**config.mk**
```make
export PLATFORM = sky130hd
export DESIGN_NAME = fetch_align_q
export DESIGN_NICKNAME = d
export VERILOG_FILES = /design/src/rtl/fetch_align_q.sv
export SDC_FILE = /design/constraint.sdc
export NUM_CORES = 1
export LEC_CHECK = 0
export ABC_AREA = 1
export CORE_MARGIN = 4
export CORE_UTILIZATION = 48
export DETAILED_ROUTE_END_ITERATION = 10
export PLACE_DENSITY = 0.7
export SYNTH_ARGS = -nofsm -noshare
export SYNTH_HDL_FRONTEND = slang
export SYNTH_SLANG_ARGS = --single-unit
export TNS_END_PERCENT = 1
```
**constraint.sdc**
```tcl
create_clock -name clk -period 6.5 [get_ports clk]
set_input_delay 0.975 -clock clk [delete_from_list [all_inputs] [get_ports clk]]
set_output_delay 0.975 -clock clk [all_outputs]
set_load 0.1 [all_outputs]
```
**src/rtl/fetch_align_q.sv**
```systemverilog
// Fetch realignment queue: splits FW-bit fetch words into 16/32-bit instructions with PCs.
// Latency 1 cycle push-to-out_valid (no bypass); in_ready drops when fewer than FW/16 parcels are free.
module fetch_align_q #(
   parameter int          FW       = 64,
   parameter int          QD       = 8,
   parameter int          RVC_EN   = 1,
   parameter logic [31:0] RESET_PC = 32'h0
) (
   input  logic          clk,
   input  logic          rst_n,
   input  logic          flush,
   input  logic [31:0]   flush_pc,
   input  logic          in_valid,
   output logic          in_ready,
   input  logic [FW-1:0] in_data,
   output logic          out_valid,
   input  logic          out_ready,
   output logic [31:0]   out_instr,
   output logic          out_isrv16,
   output logic [31:0]   out_pc
);

   localparam int NP = FW / 16;
   localparam int PW = $clog2(QD);
   localparam int SW = $clog2(NP);
   localparam int CW = PW + 1;

   logic [15:0]    q [QD];
   logic [PW-1:0]  head;
   logic [PW-1:0]  tail;
   logic [CW-1:0]  count;
   logic [31:0]    pc;
   logic [SW-1:0]  skip;

   logic [15:0]    h0;
   logic [15:0]    h1;
   logic           is16;
   logic           push;
   logic           pop;
   logic [CW-1:0]  free;
   logic [CW-1:0]  push_n;
   logic [CW-1:0]  pop_n;
   logic [PW-1:0]  widx [NP];
   logic           wen [NP];

   always_comb begin
      h0         = q[head];
      h1         = q[head + PW'(1)];
      is16       = (RVC_EN != 0) && (h0[1:0] != 2'b11);
      out_valid  = is16 ? (count >= CW'(1)) : (count >= CW'(2));
      free       = CW'(QD) - count;
      in_ready   = (free >= CW'(NP));
      push       = in_valid && in_ready && !flush;
      pop        = out_valid && out_ready && !flush;
      push_n     = push ? (CW'(NP) - CW'(skip)) : '0;
      pop_n      = pop ? (is16 ? CW'(1) : CW'(2)) : '0;
      out_isrv16 = is16;
      out_instr  = is16 ? {16'h0000, h0} : {h1, h0};
      out_pc     = pc;
      // Parcels below skip belong to the previous fetch block and are dropped.
      for (int i = 0; i < NP; i++) begin
         wen[i]  = push && (i >= int'(skip));
         widx[i] = tail + PW'(i) - PW'(skip);
      end
   end

   always_ff @(posedge clk or negedge rst_n) begin
      if (!rst_n) begin
         head  <= '0;
         tail  <= '0;
         count <= '0;
         pc    <= RESET_PC & 32'hFFFF_FFFE;
         skip  <= RESET_PC[SW:1];
      end else if (flush) begin
         head  <= '0;
         tail  <= '0;
         count <= '0;
         pc    <= flush_pc & 32'hFFFF_FFFE;
         skip  <= flush_pc[SW:1];
      end else begin
         if (push) begin
            tail <= tail + PW'(push_n);
            skip <= '0;
         end
         if (pop) begin
            head <= head + PW'(pop_n);
            pc   <= pc + (is16 ? 32'd2 : 32'd4);
         end
         count <= count + push_n - pop_n;
      end
   end

   // Parcel storage needs no reset: validity is tracked entirely by count.
   always_ff @(posedge clk) begin
      for (int i = 0; i < NP; i++) begin
         if (wen[i]) begin
            q[widx[i]] <= in_data[16*i +: 16];
         end
      end
   end

endmodule
```
==> flow_summary_export.csv <==
group,metric,value,unit
worst_setup_path,crit_arrival,3970,ps
worst_setup_path,cp_max_fo,120,
logic_synthesis,synthesis.nets,2269,
placed_design,portBuffers,165,
route,drt_iter0_drc,2979,
worst_setup_path,worst_setup_path_start_kind,"flop",
placed_design,dp_hpwl,38800,um
route,vias,15500,
route,antenna_left,0,
logic_synthesis,yosysWarnings,0,
sta,clock_skew,9.45,ps
global_routing,first_global_vias,13800,
logic_synthesis,synth-seq-cells,171,
logic_synthesis,syn_inst,2142,
sta,hold_viol_final,0,
clocking,root_buffer,"clkbuf_16",
global_routing,grt_pass1_wl,81000,um
global_routing,grt_start_max_net_pins,121,
global_routing,track_usage,31.2,%
worst_setup_path,crit_type,"reg -> out",
sta,setup_ws,1550,ps
worst_setup_path,worstPathRequired,5520,ps
clocking,cts_tree,"done",
worst_setup_path,slowest_stage,"clkdlybuf4s50_1",
clocking,cts_setup_buffers,0,
clocking,post_cts_resized,0,
die,core.rowCount,63,
sta,fin_crit_sh,76.1,%
clocking,cts.clk_slew.worst_paths,70,ps
die,die_h,182,um
sta,fmax,202,MHz
clocking,htree_levels,4,
die,core,0.0297,sq mm
die,pin_count,168,
run_status,status,"completed",
global_routing,antenna_found_initial,4,
die,start_util,48.7,%
power,power.density,363,mW/mm^2
logic_synthesis,syn_area_per_cell,6.76,sq um
route,drt_first_pass_iters,6,
placed_design,gp_congestion,1.03,
logic_synthesis,seq_area_frac_synth,34.0,%
finish,syn2layout_area_growth,13.9,%
power,power,5.98,mW
sta,relSlewSlack,20.8,%
power,p_leak,7.10,nW
finish,nNetsFinal,2320,
route,routedWlPerCell,20.7,um
power,peakVddDrop,0.251,mV
min_path,hold_path.class,"reg -> reg",
global_routing,overflow,0,
route,drc,0,
worst_setup_path,critPathMostFrequentCell,"nand2_1",
sta,setup_viol,0,
route,routed_wirelength,53700,um
logic_synthesis,synthDistinctLibCells,46,
clocking,clock_sink_count,171,
worst_setup_path,crit_chain,"buf_4 -> nand2_1 -> nand3_1 -> nand2_1 -> nand2_1 -> nand2_1 -> nand2_1 -> buf_4 -> clkdlybuf4s50_1",
clocking,insertion_delay,430,ps
logic_synthesis,syn_area,0.0145,sq mm
worst_setup_path,cp-end-kind,"output port",
route,vias_per_cell,5.99,
sta,timing.setup.tns,0,ps
die,die_area,0.0330,sq mm
placed_design,pre_cts_ws,1900,ps
finish,antenna_cells,0,
sta,drv_slew,0,
finish,drive_gt1_share,7.48,%
clocking,cts_buffers,17,
sta,grt_setup_unrepaired,"no",
sta,tightestPinTransition,1190,ps
clocking,cts.path.max_buffers,2,
die,die_width,182,um
clocking,cts_hold_buf,0,
sta,timing.final.crit_period,4950,ps
worst_setup_path,slowest_delay,1190,ps
job,drv_cap,0,
-- layout make-up --
| type | count | area, sq um |
|---|---|---|
| clock buffer | 17 | 425 |
| timing repair buffer | 186 | 1770 |
| multi-input combinational | 1684 | 8230 |
| tap | 390 | 488 |
| fill | 2815 | 13200 |
| inverter | 133 | 505 |
| clock inverter | 14 | 135 |
| sequential | 171 | 4920 |
-- path summary, 6_finish.rpt --
path	startpoint	slack, ps	cells after the start	endpoint
setup reg to reg	head[0]	1850	23	out_pc[29]
max in group asynchronous	rst_n	5000	1	head[0]
hold / removal	out_pc[1]	550	2	out_pc[1]
hold reg to reg	out_pc[1]	550	2	out_pc[1]
setup / recovery	head[0]	1550	9	out_isrv16
min in group asynchronous	rst_n	740	1	out_pc[5]
-- cell usage after synthesis (all sizes together) --
library cell / number / area share [%]
buf: 88 / 3.9
a32oi: 2 / 0.12
nand3b: 8 / 0.44
o31ai: 14 / 0.73
or2: 3 / 0.15
conb: 1 / 0.026
ha: 20 / 1.7
a311oi: 2 / 0.12
edfxtp: 128 / 27
inv: 133 / 3.5
nand4: 15 / 0.94
xnor2: 8 / 0.48
o2111ai: 1 / 0.061
dfrtp: 43 / 7.4
clkbuf: 66 / 1.8
fa: 6 / 0.83
nand2: 528 / 14
o211ai: 4 / 0.21
o22ai: 15 / 0.65
a21o: 2 / 0.10
nor3: 8 / 0.28
a31oi: 14 / 0.61
nand3: 201 / 7.2
a21oi: 268 / 9.8
nor2: 399 / 12
o21ai: 137 / 4.7
o221ai: 14 / 0.85
xor2: 14 / 0.85
-- layer usage --
metal / global-route usage (%) / up-vias / part of all wire (%)
met3: 8.99 / 111 / 15
met1: 45.0 / 7041 / 41
li1: - / 7231 / -
met4: 6.51 / 6 / 1.9
met2: 46.8 / 1151 / 42
met5: 0 / - / 0.087
-- critical path: cells and delay by family, from the launching register on --
family,cells,cell delay [ps]
DFF,1,470
buffers and inverters,3,2320
and+or+nand+nor,6,700
-- where the power goes --
group / internal [mW] / switching [mW]
combinational: 0.829 / 2.53
sequential: 1.44 / 0.196
clock: 0.535 / 0.447
-- cells in the final DEF (no fill, tap or decap), drive strengths merged, types with 8 or more instances in the layout --
cell | synthesis | layout
nand3b | 8 | 8
o221ai | 14 | 14
o21ai | 137 | 137
clkdlybuf4s50 | 0 | 147
dfrtp | 43 | 43
o31ai | 14 | 14
nand4 | 15 | 15
xnor2 | 8 | 8
inv | 133 | 139
edfxtp | 128 | 128
buf | 88 | 39
a31oi | 14 | 14
nor3 | 8 | 8
xor2 | 14 | 14
clkbuf | 66 | 17
ha | 20 | 20
a21oi | 268 | 268
o22ai | 15 | 15
nand2 | 528 | 528
nor2 | 399 | 399
nand3 | 201 | 201
-- state kept, by name (all words and copies together) (netlist names) --
register,cells
skip,2
count,4
tail,3
head,3
out_pc,31
q,128
-- cell families after synthesis --
| kind of cell | after synthesis | share of synthesized area, % |
|---|---|---|
| AOI/OAI and AO/OA | 473 | 18.0 |
| xor gates and xnor gates | 22 | 1.33 |
| other | 1 | 0.0259 |
| buffers and inverters | 287 | 9.16 |
| and+or+nand+nor | 1162 | 35.0 |
| adders and majority gates | 26 | 2.56 |
| DFF | 171 | 34.0 |
-- metrics by stage --
step / instances / area (sq um) / hold WS, ps / util [%]
2_1_floorplan: 2142 / 14500 / 562 / -
3_3_place_gp: 2564 / 15900 / 533 / 53.6
3_5_place_dp: 2564 / 15900 / 538 / 53.6
4_1_cts: 2595 / 16500 / 558 / 55.5
5_1_grt: 2595 / 16500 / 595 / 55.5
6_report: 2595 / 16500 / 555 / 55.5
No activity file was read; power rests on OpenSTA's default activity.
